<file path="src/rtl/acc_readout.sv">
// acc_readout: reads out and clears an accumulator, then shifts, saturates and hands off the result.
// Define ACC_READOUT_ROUND_EN for round-half-up; the default build truncates.
module acc_readout #(
    parameter int SHIFT = 8
) (
    input  logic        clk,
    input  logic        rst,
    input  logic        start,
    input  logic [27:0] sum_i,
    output logic        acc_clr,
    output logic        busy,
    output logic [11:0] y_o,
    output logic        valid_o,
    input  logic        ready_i
);
`ifdef ACC_READOUT_ROUND_EN
    localparam logic RND = 1'b1;
`else
    localparam logic RND = 1'b0;
`endif
    typedef enum logic [1:0] {S_IDLE, S_SHIFT, S_SAT, S_HOLD} state_t;
    state_t state, state_n;
    logic [27:0] work;
    logic        rnd;
    logic [4:0]  cnt;
    logic [28:0] v;
    logic [11:0] sat;
    logic        go;
    assign go   = state == S_IDLE && start;
    assign busy = state != S_IDLE;
    always_comb begin
        state_n = state;
        if (go) state_n = (SHIFT == 0) ? S_SAT : S_SHIFT;
        if (state == S_SHIFT && cnt == 5'd1) state_n = S_SAT;
        if (state == S_SAT) state_n = S_HOLD;
        if (state == S_HOLD && valid_o && ready_i) state_n = S_IDLE;
    end
    // 29 bits so the rounding increment can never wrap before the clamp
    always_comb begin
        v   = {work[27], work} + {28'd0, rnd & RND};
        sat = ($signed(v) > 29'sd2047) ? 12'h7ff : ($signed(v) < -29'sd2048) ? 12'h800 : v[11:0];
    end
    always_ff @(posedge clk) state <= rst ? S_IDLE : state_n;
    always_ff @(posedge clk) begin
        if (rst) begin
            work    <= '0;
            rnd     <= 1'b0;
            cnt     <= '0;
            y_o     <= '0;
            valid_o <= 1'b0;
            acc_clr <= 1'b0;
        end else begin
            acc_clr <= go;
            if (go) begin
                work <= sum_i;
                rnd  <= 1'b0;
                cnt  <= 5'(SHIFT);
            end
            if (state == S_SHIFT) begin
                work <= {work[27], work[27:1]};
                rnd  <= work[0];
                cnt  <= cnt - 5'd1;
            end
            if (state == S_SAT) begin
                y_o     <= sat;
                valid_o <= 1'b1;
            end
            if (state == S_HOLD && ready_i) valid_o <= 1'b0;
        end
    end
endmodule
</file>
<file path="config.mk">
export PLATFORM = sky130hd
export DESIGN_NAME = acc_readout
export DESIGN_NICKNAME = d
export VERILOG_FILES = /design/src/rtl/acc_readout.sv
export SDC_FILE = /design/constraint.sdc
export NUM_CORES = 1
export LEC_CHECK = 0
export CAP_MARGIN = 20
export CELL_PAD_IN_SITES_DETAIL_PLACEMENT = 0
export CELL_PAD_IN_SITES_GLOBAL_PLACEMENT = 2
export CORE_MARGIN = 4
export CORE_UTILIZATION = 31
export CTS_CLUSTER_DIAMETER = 100
export DETAILED_ROUTE_END_ITERATION = 8
export PLACE_DENSITY_LB_ADDON = 0.2
export SYNTH_ARGS = -nofsm -noshare
export SYNTH_HDL_FRONTEND = slang
export SYNTH_SLANG_ARGS = --single-unit
</file>
<file path="constraint.sdc">
create_clock -name clk -period 2.45 [get_ports clk]
set_input_delay 0.735 -clock clk [delete_from_list [all_inputs] [get_ports clk]]
set_output_delay 0.735 -clock clk [all_outputs]
set_load 0.05 [all_outputs]
</file>
==> flow_metrics.tcl, run 1 <==
set metrics [dict create \
    h-tree-depth 2 \
    grt_pass1_wl_um 9560 \
    holdPathStages 2 \
    drv_cap 0 \
    p_per_area_nw_per_um2 674 \
    slew_viol_final 0 \
    hold_viol_final 0 \
    crit_buf_inv 1 \
    dominantRegCellSynth "dfxtp_1" \
    layout.cells.most_common "nand2_1" \
    layout_common_cells "nand2_1 (58), dfxtp_1 (49), clkdlybuf4s50_1 (44), nor2_1 (37), a21oi_1 (21)" \
    synthTopCellsByArea "dfxtp_1 (46%), nand2_1 (10%), nor2_1 (6.5%), a211oi_2 (5.8%), a311oi_1 (5.7%)" \
    design_area_um2 2810 \
    cts_tree "done" \
    cts_inserted_buffers 5 \
    synth-edff-count 0 \
    path_max_fanout 3 \
    start_util_pct 31.7 \
    grt_usage_pct 14.1 \
    boundaryPins 47 \
    drive_gt1_share_pct 10.7 \
    cp-end-kind "output port" \
    dr.pass1.iters 4 \
    rsz0062_at_grt "no" \
    routabilityCongestion 0.741 \
    yosysWarningCount 0 \
    ant_nets 0 \
    row_count 30 \
    status "complete, no violations" \
    die_w_um 91.2 \
    port_buffers 46 \
    core-area_um2 6760 \
    fin_crit_ns 2.23 \
    cp_slowest_cell "clkdlybuf4s50_1" \
    dr.first_iter.drc_count 110 \
    rrSetupSlack_ns 0.93 \
    cts-root-buf "clkbuf_8" \
    area_delta_synth_final_pct 31.0 \
    place_area_um2 2690 \
    antenna_found_initial 0 \
    synthCells 257 \
    synth_largest_area_cell "dfxtp_1" \
    post_drt_via_cell_ratio 5.16 \
    synth_seq_cells 49 \
    numClockSinks 49 \
    r2r_end "cnt[4]$_SDFFE_PP0P_" \
    clk_latency_ns 0.30 \
    maxSlewHeadroom_pct 65.8 \
    dr_total_vias 1960 \
    fmax_mhz 448 \
    worstHoldStart "work[0]$_SDFFE_PP0P_" \
    n_antenna_cell 0 \
    syn_area_um2 2140 \
    grt_overflow_total 0 \
    fin_skew_ns 0.00489 \
    grt_max_degree 34 \
    critical-path-max-stage-delay_ns 0.83 \
    wl_per_cell_um 14.9 \
    dp_hpwl_um 3940 \
    synth.distinct_cells 30 \
    drc 0 \
    ctsHoldBuffers 0 \
    ff2ff_path_depth 5 \
    worst_pin_slew_ns 0.511 \
    clk_path_buf_depth 2 \
    avgSynthCellArea_um2 8.34 \
    dp.cells 372 \
    p_leak_nw 0.976 \
    grt_pass1_vias 1865 \
    min_to "work[0]$_SDFFE_PP0P_" \
    finalWirelength_um 5660 \
    final_cells 380 \
    crit_path_cell_trace "clkdlybuf4s50_1" \
    setup_viol 0 \
    cts_resized 0 \
    crit_type "flop to output port" \
    finalCritPeriodShare_pct 91.1 \
    vdd_drop_max_v 0.000356 \
    rr_startpoint "state[1]$_SDFFE_PP0P_" \
    arrival_ns 1.50 \
    synth_top_area_share_pct 45.7 \
    finalSetupTns_ns 0 \
    synth_async_sr_flop_share_pct 0 \
    nets 333 \
    die-area_um2 8310 \
    clk_pin_slew_ns 0.09 \
    cp.required_ns 1.71 \
    syn-num-nets 291 \
    seq_area_frac_synth_pct 45.7 \
    die_h_um 91.2 \
    min_path_type "flop to flop" \
    cts_setup_buffers 0 \
    crit_family "buffers and inverters" \
    start_kind "flop" \
]
-- layout make-up --
type / count / area [um^2]
Sequential cell: 49 / 981
Clock inverter: 1 / 30.0
Fill cell: 705 / 3950
Clock buffer: 7 / 86.3
Tap cell: 80 / 100
Inverter: 4 / 15.0
Multi-Input combinational cell: 184 / 1050
Timing Repair Buffer: 55 / 546
-- per-layer routing --
metal,vias up,share of wire (%),track usage [%]
li1,995,-,-
met1,913,50,20.0
met2,47,45,21.2
met3,5,4.7,3.81
met4,0,1.0,3.39
met5,-,0,0
-- cell families (layout without fill, tap and decap cells) --
group                    count (synthesis)  count (layout)  share of synthesized area, %
adder cells (fa/ha/maj)                  2               2                          1.17
flip-flops                              49              49                          45.7
AND/OR/NAND/NOR                        114             114                          22.9
buffers and inverters                   24              67                          5.25
AO/OA/AOI/OAI                           68              68                          24.9
-- state kept, by name (all words and copies together), names as in the netlist --
name	flops
acc_clr	1
cnt	5
state	2
valid_o	1
work	28
y_o	12
-- worst max path at each step --
stage / start / to / slack, ns / depth (start not counted)
floorplan: state[1]$_SDFFE_PP0P_ / busy / 0.87 / 2
global placement: start / cnt[4]$_SDFFE_PP0P_ / 0.22 / 6
detailed placement: start / cnt[4]$_SDFFE_PP0P_ / 0.17 / 6
CTS: valid_o$_SDFFE_PP0P_ / valid_o / 0.21 / 1
global route: valid_o$_SDFFE_PP0P_ / valid_o / 0.15 / 1
finish: valid_o$_SDFFE_PP0P_ / valid_o / 0.22 / 1
-- cells in the mapped netlist (all sizes together) (4+ instances only) --
cell,count
nand2,58
dfxtp,49
nor2,38
a21oi,21
a311oi,14
a211oi,13
a22oi,13
buf,11
clkbuf,9
nor4,5
inv,4
nand4,4
-- stage by stage --
| stage | power, mW | utilization, % | hold WS (ns) | setup WS [ns] |
|---|---|---|---|---|
| 3_3_place_gp | 1.30 | 39.9 | 0.444 | 0.225 |
| 2_1_floorplan | 1.16 | - | 0.437 | 0.869 |
| 5_1_grt | 1.99 | 41.6 | 0.499 | 0.151 |
| 3_5_place_dp | 1.31 | 39.9 | 0.451 | 0.174 |
| 6_report | 1.89 | 41.6 | 0.462 | 0.219 |
| 4_1_cts | 1.92 | 41.6 | 0.465 | 0.207 |
-- report_power, final --
part           switching [mW]  internal (mW)
clock network           0.275          0.333
registers              0.0625          0.859
logic                   0.203          0.159
No activity file was read; power rests on OpenSTA's default activity.
==> run 2, diff against run 1 <==
--- a/config.mk
+++ b/config.mk
@@ -11,8 +11,10 @@
 export CORE_MARGIN = 4
 export CORE_UTILIZATION = 31
 export CTS_CLUSTER_DIAMETER = 100
+export CTS_CLUSTER_SIZE = 20
 export DETAILED_ROUTE_END_ITERATION = 8
 export PLACE_DENSITY_LB_ADDON = 0.2
+export SETUP_SLACK_MARGIN = 0.05
 export SYNTH_ARGS = -nofsm -noshare
 export SYNTH_HDL_FRONTEND = slang
 export SYNTH_SLANG_ARGS = --single-unit
==> results of run 2 <==
Final layout, timing and power as in run 1 (identical DEF).
